### config.mk
export PLATFORM = sky130hd
export DESIGN_NAME = pll_lock_reset_seq
export DESIGN_NICKNAME = d
export VERILOG_FILES = /design/src/rtl/pll_lock_reset_seq.sv
export SDC_FILE = /design/constraint.sdc
export NUM_CORES = 1
export LEC_CHECK = 0
export CORE_ASPECT_RATIO = 0.6
export CORE_MARGIN = 5
export CORE_UTILIZATION = 30
export DETAILED_ROUTE_END_ITERATION = 10
export HOLD_SLACK_MARGIN = 0.08
export PLACE_DENSITY = 0.43
export SETUP_SLACK_MARGIN = 0.15
export SLEW_MARGIN = 20
export SYNTH_ARGS = -nofsm -noshare
export SYNTH_HDL_FRONTEND = slang
export SYNTH_SLANG_ARGS = --single-unit
export TNS_END_PERCENT = 5
### constraint.sdc
create_clock -name clk -period 3.3 [get_ports clk]
set_clock_uncertainty 0.2 [all_clocks]
set_input_delay 0.495 -clock clk [delete_from_list [all_inputs] [get_ports clk]]
set_output_delay 0.495 -clock clk [all_outputs]
set_load 0.1 [all_outputs]
### src/rtl/pll_lock_reset_seq.sv
// PLL lock supervisor: pulses the PLL reset, qualifies a stable lock, then
// releases the downstream domain resets one stage at a time.
module pll_lock_reset_seq #(
  parameter int ARESET_CYCLES      = 10,
  parameter int LOCK_TIMEOUT       = 100000,
  parameter int LOCK_STABLE_CYCLES = 1024,
  parameter int NUM_STAGES         = 3,
  parameter int STAGE_GAP          = 16
) (
  input  logic                  clk,
  input  logic                  rst_n,
  input  logic                  pll_locked,
  output logic                  pll_areset,
  output logic [NUM_STAGES-1:0] rst_out_n,
  output logic                  ready,
  output logic [7:0]            lock_loss_cnt,
  output logic [7:0]            retry_cnt
);

  localparam int REL_CYCLES = NUM_STAGES * STAGE_GAP;
  localparam int MAX_AS     = (ARESET_CYCLES > LOCK_STABLE_CYCLES) ? ARESET_CYCLES
                                                                   : LOCK_STABLE_CYCLES;
  localparam int CNT_MAX    = (MAX_AS > REL_CYCLES) ? MAX_AS : REL_CYCLES;
  localparam int CNT_W      = $clog2(CNT_MAX + 1);
  localparam int TMO_W      = $clog2(LOCK_TIMEOUT + 1);

  typedef enum logic [2:0] {
    ST_ARESET    = 3'd0,
    ST_WAIT_LOCK = 3'd1,
    ST_STABLE    = 3'd2,
    ST_RELEASE   = 3'd3,
    ST_RUN       = 3'd4
  } state_t;

  state_t                state_q, state_d;
  logic                  sync1_q, sync1_d;
  logic                  lk_q, lk_d;
  logic [CNT_W-1:0]      cnt_q, cnt_d, cnt_inc;
  logic [TMO_W-1:0]      tmo_q, tmo_d;
  logic [7:0]            loss_q, loss_d;
  logic [7:0]            retry_q, retry_d;
  logic                  pll_areset_q, pll_areset_d;
  logic [NUM_STAGES-1:0] rst_out_q, rst_out_d;
  logic                  ready_q, ready_d;
  logic [NUM_STAGES-1:0] stage_hit;
  logic                  timeout;
  logic                  entering_release;

  always_ff @(posedge clk or negedge rst_n) begin
    if (!rst_n) begin
      state_q      <= ST_ARESET;
      sync1_q      <= 1'b0;
      lk_q         <= 1'b0;
      cnt_q        <= '0;
      tmo_q        <= '0;
      loss_q       <= '0;
      retry_q      <= '0;
      pll_areset_q <= 1'b1;
      rst_out_q    <= '0;
      ready_q      <= 1'b0;
    end else begin
      state_q      <= state_d;
      sync1_q      <= sync1_d;
      lk_q         <= lk_d;
      cnt_q        <= cnt_d;
      tmo_q        <= tmo_d;
      loss_q       <= loss_d;
      retry_q      <= retry_d;
      pll_areset_q <= pll_areset_d;
      rst_out_q    <= rst_out_d;
      ready_q      <= ready_d;
    end
  end

  assign cnt_inc = cnt_q + 1'b1;
  assign timeout = (tmo_q == TMO_W'(LOCK_TIMEOUT - 1));

  // cnt_q is shared: ARESET width, lock qualification, then release spacing.
  always_comb begin
    sync1_d = pll_locked;
    lk_d    = sync1_q;
    state_d = state_q;
    cnt_d   = cnt_inc;
    tmo_d   = tmo_q;
    loss_d  = loss_q;
    retry_d = retry_q;
    unique case (state_q)
      ST_ARESET: begin
        tmo_d = '0;
        if (cnt_q == CNT_W'(ARESET_CYCLES - 1)) begin
          state_d = ST_WAIT_LOCK;
          cnt_d   = '0;
        end
      end
      ST_WAIT_LOCK, ST_STABLE: begin
        tmo_d = tmo_q + 1'b1;
        if (timeout) begin
          state_d = ST_ARESET;
          cnt_d   = '0;
          tmo_d   = '0;
          if (retry_q != 8'hFF) retry_d = retry_q + 8'd1;
        end else if (!lk_q) begin
          state_d = ST_WAIT_LOCK;
          cnt_d   = '0;
        end else if (state_q == ST_WAIT_LOCK) begin
          state_d = ST_STABLE;
          cnt_d   = '0;
        end else if (cnt_q == CNT_W'(LOCK_STABLE_CYCLES - 1)) begin
          state_d = ST_RELEASE;
          cnt_d   = '0;
        end
      end
      ST_RELEASE, ST_RUN: begin
        if (!lk_q) begin
          state_d = ST_WAIT_LOCK;
          cnt_d   = '0;
          tmo_d   = '0;
          if (state_q == ST_RUN && loss_q != 8'hFF) loss_d = loss_q + 8'd1;
        end else if (state_q == ST_RUN) begin
          cnt_d = cnt_q;
        end else if (cnt_inc == CNT_W'(REL_CYCLES)) begin
          state_d = ST_RUN;
        end
      end
      default: begin
        state_d = ST_ARESET;
        cnt_d   = '0;
      end
    endcase
  end

  assign entering_release = (state_q != ST_RELEASE);

  // Stage k comes out of reset once k*STAGE_GAP cycles have elapsed in RELEASE.
  for (genvar gi = 0; gi < NUM_STAGES; gi++) begin : g_stage
    assign stage_hit[gi] = entering_release ? (gi == 0)
                                            : (cnt_inc == CNT_W'(gi * STAGE_GAP));
  end

  always_comb begin
    pll_areset_d = (state_d == ST_ARESET);
    ready_d      = (state_d == ST_RUN);
    rst_out_d    = '0;
    if (state_d == ST_RUN) begin
      rst_out_d = '1;
    end else if (state_d == ST_RELEASE) begin
      rst_out_d = rst_out_q | stage_hit;
    end
  end

  assign pll_areset    = pll_areset_q;
  assign rst_out_n     = rst_out_q;
  assign ready         = ready_q;
  assign lock_loss_cnt = loss_q;
  assign retry_cnt     = retry_q;

endmodule

==> flow_metrics.env <==
export IMPL_core_area_um2=10600
export IMPL_drt_pass1_iter_count=4
export IMPL_crit_chain="ha_1 > and2_1 > nand4_1 > a2111oi_0 > nand4_1 > o31ai_1"
export IMPL_synth_xor_area_share_pct=8.05
export IMPL_leakage_nw=1.51
export IMPL_antenna_found_initial=0
export IMPL_synth_simple_area_share_pct=26.7
export IMPL_htreeDepth=2
export IMPL_drv_slew=0
export IMPL_clkTransAtPathRegs_ns=0.07
export IMPL_ctsHoldBuffers=0
export IMPL_max_slew_margin_pct=51.0
export IMPL_post_cts_setup_buffers=0
export IMPL_ys_warnings_count=0
export IMPL_worst_hold_slack_ns=0.0551
export IMPL_fill_cells=1093
export IMPL_tightestPinTransition_ns=0.735
export IMPL_layout_min_cycle_time_ns=2.73
export IMPL_diodes=0
export IMPL_wl_met3_um=480
export IMPL_ys_ff_latch=54
export IMPL_numCtsBuffers=5
export IMPL_io_pins=24
export IMPL_rrSetupSlack_ns=0.57
export IMPL_numPortBuffers=23
export IMPL_cp_max_fo=14
export IMPL_grt_pass1_vias=2581
export IMPL_vias_per_cell=5.18
export IMPL_hp_class="primary input to asynchronous set/reset pin"
export IMPL_final_layout_size_suffix_gt1_share_pct=13.6
export IMPL_syn2layout_area_growth_pct=13.4
export IMPL_yosysUniqueCellTypes=61
export IMPL_start_util_pct=30.8
export IMPL_synth_main_ff_cell="dfrtp_1"
export IMPL_r2r_start="cnt_q[0]"
export IMPL_syn_area_um2=3270
export IMPL_ant_nets=0
export IMPL_grt_util_all_layers_pct=13.2
export IMPL_synth_edf_count=0
export IMPL_worstSetupEndpointType="flip-flop"
export IMPL_wl_per_cell_um=16.1
export IMPL_dieArea_um2=13100
export IMPL_regArea_um2=1350
export IMPL_met2WireLength_mm=2.99
export IMPL_multi_input_area_um2=1750
export IMPL_cpMaxStageDelayCell="dfrtp_1"
export IMPL_finalHoldViolCount=0
export IMPL_startpoint_type="flip-flop"
export IMPL_ctsLongestPathBuffers=2
export IMPL_synthAdderAreaFrac_pct=2.30
export IMPL_synth_seq_area_share_pct=41.4
export IMPL_fin_crit_sh_pct=82.8
export IMPL_setup_violations=0
export IMPL_outcome="complete, no violations"
export IMPL_reg2reg_depth=6
export IMPL_syn_nets=374
export IMPL_crit_type="flip-flop to flip-flop"
export IMPL_vdd_drop_max_v=0.000235
export IMPL_drt_iter0_markers=246
export IMPL_clk_latency_ns=0.30
export IMPL_power_density_nw_per_um2=525
export IMPL_critPathTopFamily="compound AO/OA/AOI/OAI gates"
export IMPL_wirelength_mm=8.39
export IMPL_rows=29
export IMPL_grt_overflow=0
export IMPL_dieWidth_um=145
export IMPL_fin_tns_setup_ns=0
export IMPL_vias=2699
export IMPL_finalPower_mw=1.94
export IMPL_regToRegEndpoint="rst_out_n[2]"
export IMPL_syn_inst=365
export IMPL_dr_max_layer_used="met4"
export IMPL_die_h_um=90.8
export IMPL_gp_congestion=0.814
export IMPL_timing_critical_path_mode_cell="nand4_1"
export IMPL_crit_required_ns=3.30
export IMPL_rsz0062_at_grt="no"
export IMPL_muxShareOfSynthArea_pct=0.690
export IMPL_syn_avg_cell_area_um2=8.95
export IMPL_synth_top_family_by_area="simple AND/OR/NAND/NOR gates"
export IMPL_synthArstFlopShare_pct=100
export IMPL_cts_root_buf="clkbuf_16"
export IMPL_drc=0
export IMPL_maxClockFrequency_ghz=0.366
export IMPL_grt_max_degree=31
export IMPL_drv_cap=0
export IMPL_cts_sinks=54
export IMPL_nets=390
export IMPL_cts_tree="built"
export IMPL_synth_compound_area_share_pct=15.8
export IMPL_critPathBufInv=0
export IMPL_cts_resized=0
export IMPL_drt_met1_wl_mm=4.84
export IMPL_crit_arrival_ns=2.73
export IMPL_hpwl_mm=6.11
export IMPL_fin_util_pct=34.9
export IMPL_grt_pass1_wl_mm=13.9
export IMPL_slowest_delay_ns=0.50
per-stage QoR:
stage / worst slack [ns] / instances / instance area (µm²)
2_1_floorplan: 0.741 / 365 / 3270
3_3_place_gp: 0.758 / 513 / 3550
3_5_place_dp: 0.633 / 513 / 3550
4_1_cts: 0.598 / 521 / 3700
5_1_grt: 0.263 / 521 / 3700
6_report: 0.567 / 521 / 3700
cells in the mapped netlist, drive strengths merged, types with 5 or more instances:
cell,count,area share (%)
nor2,38,4.5
nand3,16,2.5
o21ai,27,4.1
nor3,7,1.4
a21oi,13,2.2
ha,6,2.3
or3,5,0.96
nor4,9,2.1
xor2,8,2.1
clkbuf,7,0.80
xnor2,22,5.9
o211ai,11,2.5
nand4,11,2.1
buf,12,2.3
dfrtp,53,41
nand2,44,5.1
inv,16,1.8
routing by layer:
| layer | track usage (%) | vias up |
|---|---|---|
| li1 | - | 1343 |
| met1 | 22.1 | 1280 |
| met2 | 16.2 | 68 |
| met3 | 3.49 | 8 |
| met4 | 2.48 | 0 |
| met5 | 0 | - |
layout by cell type, fill, tap and decap left out, drive strengths merged, types with 3 or more instances in the layout:
cell type / count
o21bai: 3
o21ai: 27
buf: 27
clkbuf: 6
and3: 4
nand2: 44
nor3b: 3
a21oi: 13
ha: 6
nor4b: 3
nand4: 11
inv: 17
xor2: 8
dfrtp: 53
o211ai: 11
o31ai: 4
and4: 4
nor4: 9
xnor2: 22
or3: 5
nand3: 16
nor2: 38
nor3: 7
nand2b: 4
sequential cells by signal, indices dropped and copies added, names as in the netlist:
register / cells
retry_cnt: 8
lk_q: 1
pll_areset: 1
lock_loss_cnt: 8
tmo_q: 17
ready: 1
state_q: 3
cnt_q: 11
lk_d: 1
rst_out_n: 3
power by group:
part / total (mW) / internal, mW / switching, mW
registers: 0.808 / 0.717 / 0.0918
clock network: 0.562 / 0.306 / 0.256
logic: 0.574 / 0.179 / 0.395
total: 1.94 / 1.20 / 0.743
cells by family after synthesis:
family,count (synthesis)
mux,2
flops,54
buf+inv,35
xor+xnor,30
compound gates,77
fa+ha+maj,6
simple gates,161
worst max-delay path by stage:
stage | start | endpoint | cells after the start | slack (ns)
5_1_grt | cnt_q[0] | rst_out_n[2] | 6 | 0.26
3_5_place_dp | cnt_q[0] | rst_out_n[2] | 6 | 0.63
3_3_place_gp | cnt_q[0] | state_q[0] | 6 | 0.76
2_1_floorplan | retry_cnt[0] | retry_cnt[1] | 5 | 0.74
4_1_cts | cnt_q[0] | rst_out_n[2] | 6 | 0.60
6_report | cnt_q[0] | rst_out_n[2] | 6 | 0.57
layout make-up:
type / count / area share, %
Sequential cell: 54 / 36.5
Multi-Input combinational cell: 276 / 47.3
Clock inverter: 2 / 0.439
Tap cell: 139 / 4.70
Timing Repair Buffer: 28 / 5.68
Inverter: 16 / 1.62
Clock buffer: 6 / 3.75
Note: power is estimated with default switching activity, not from simulation.
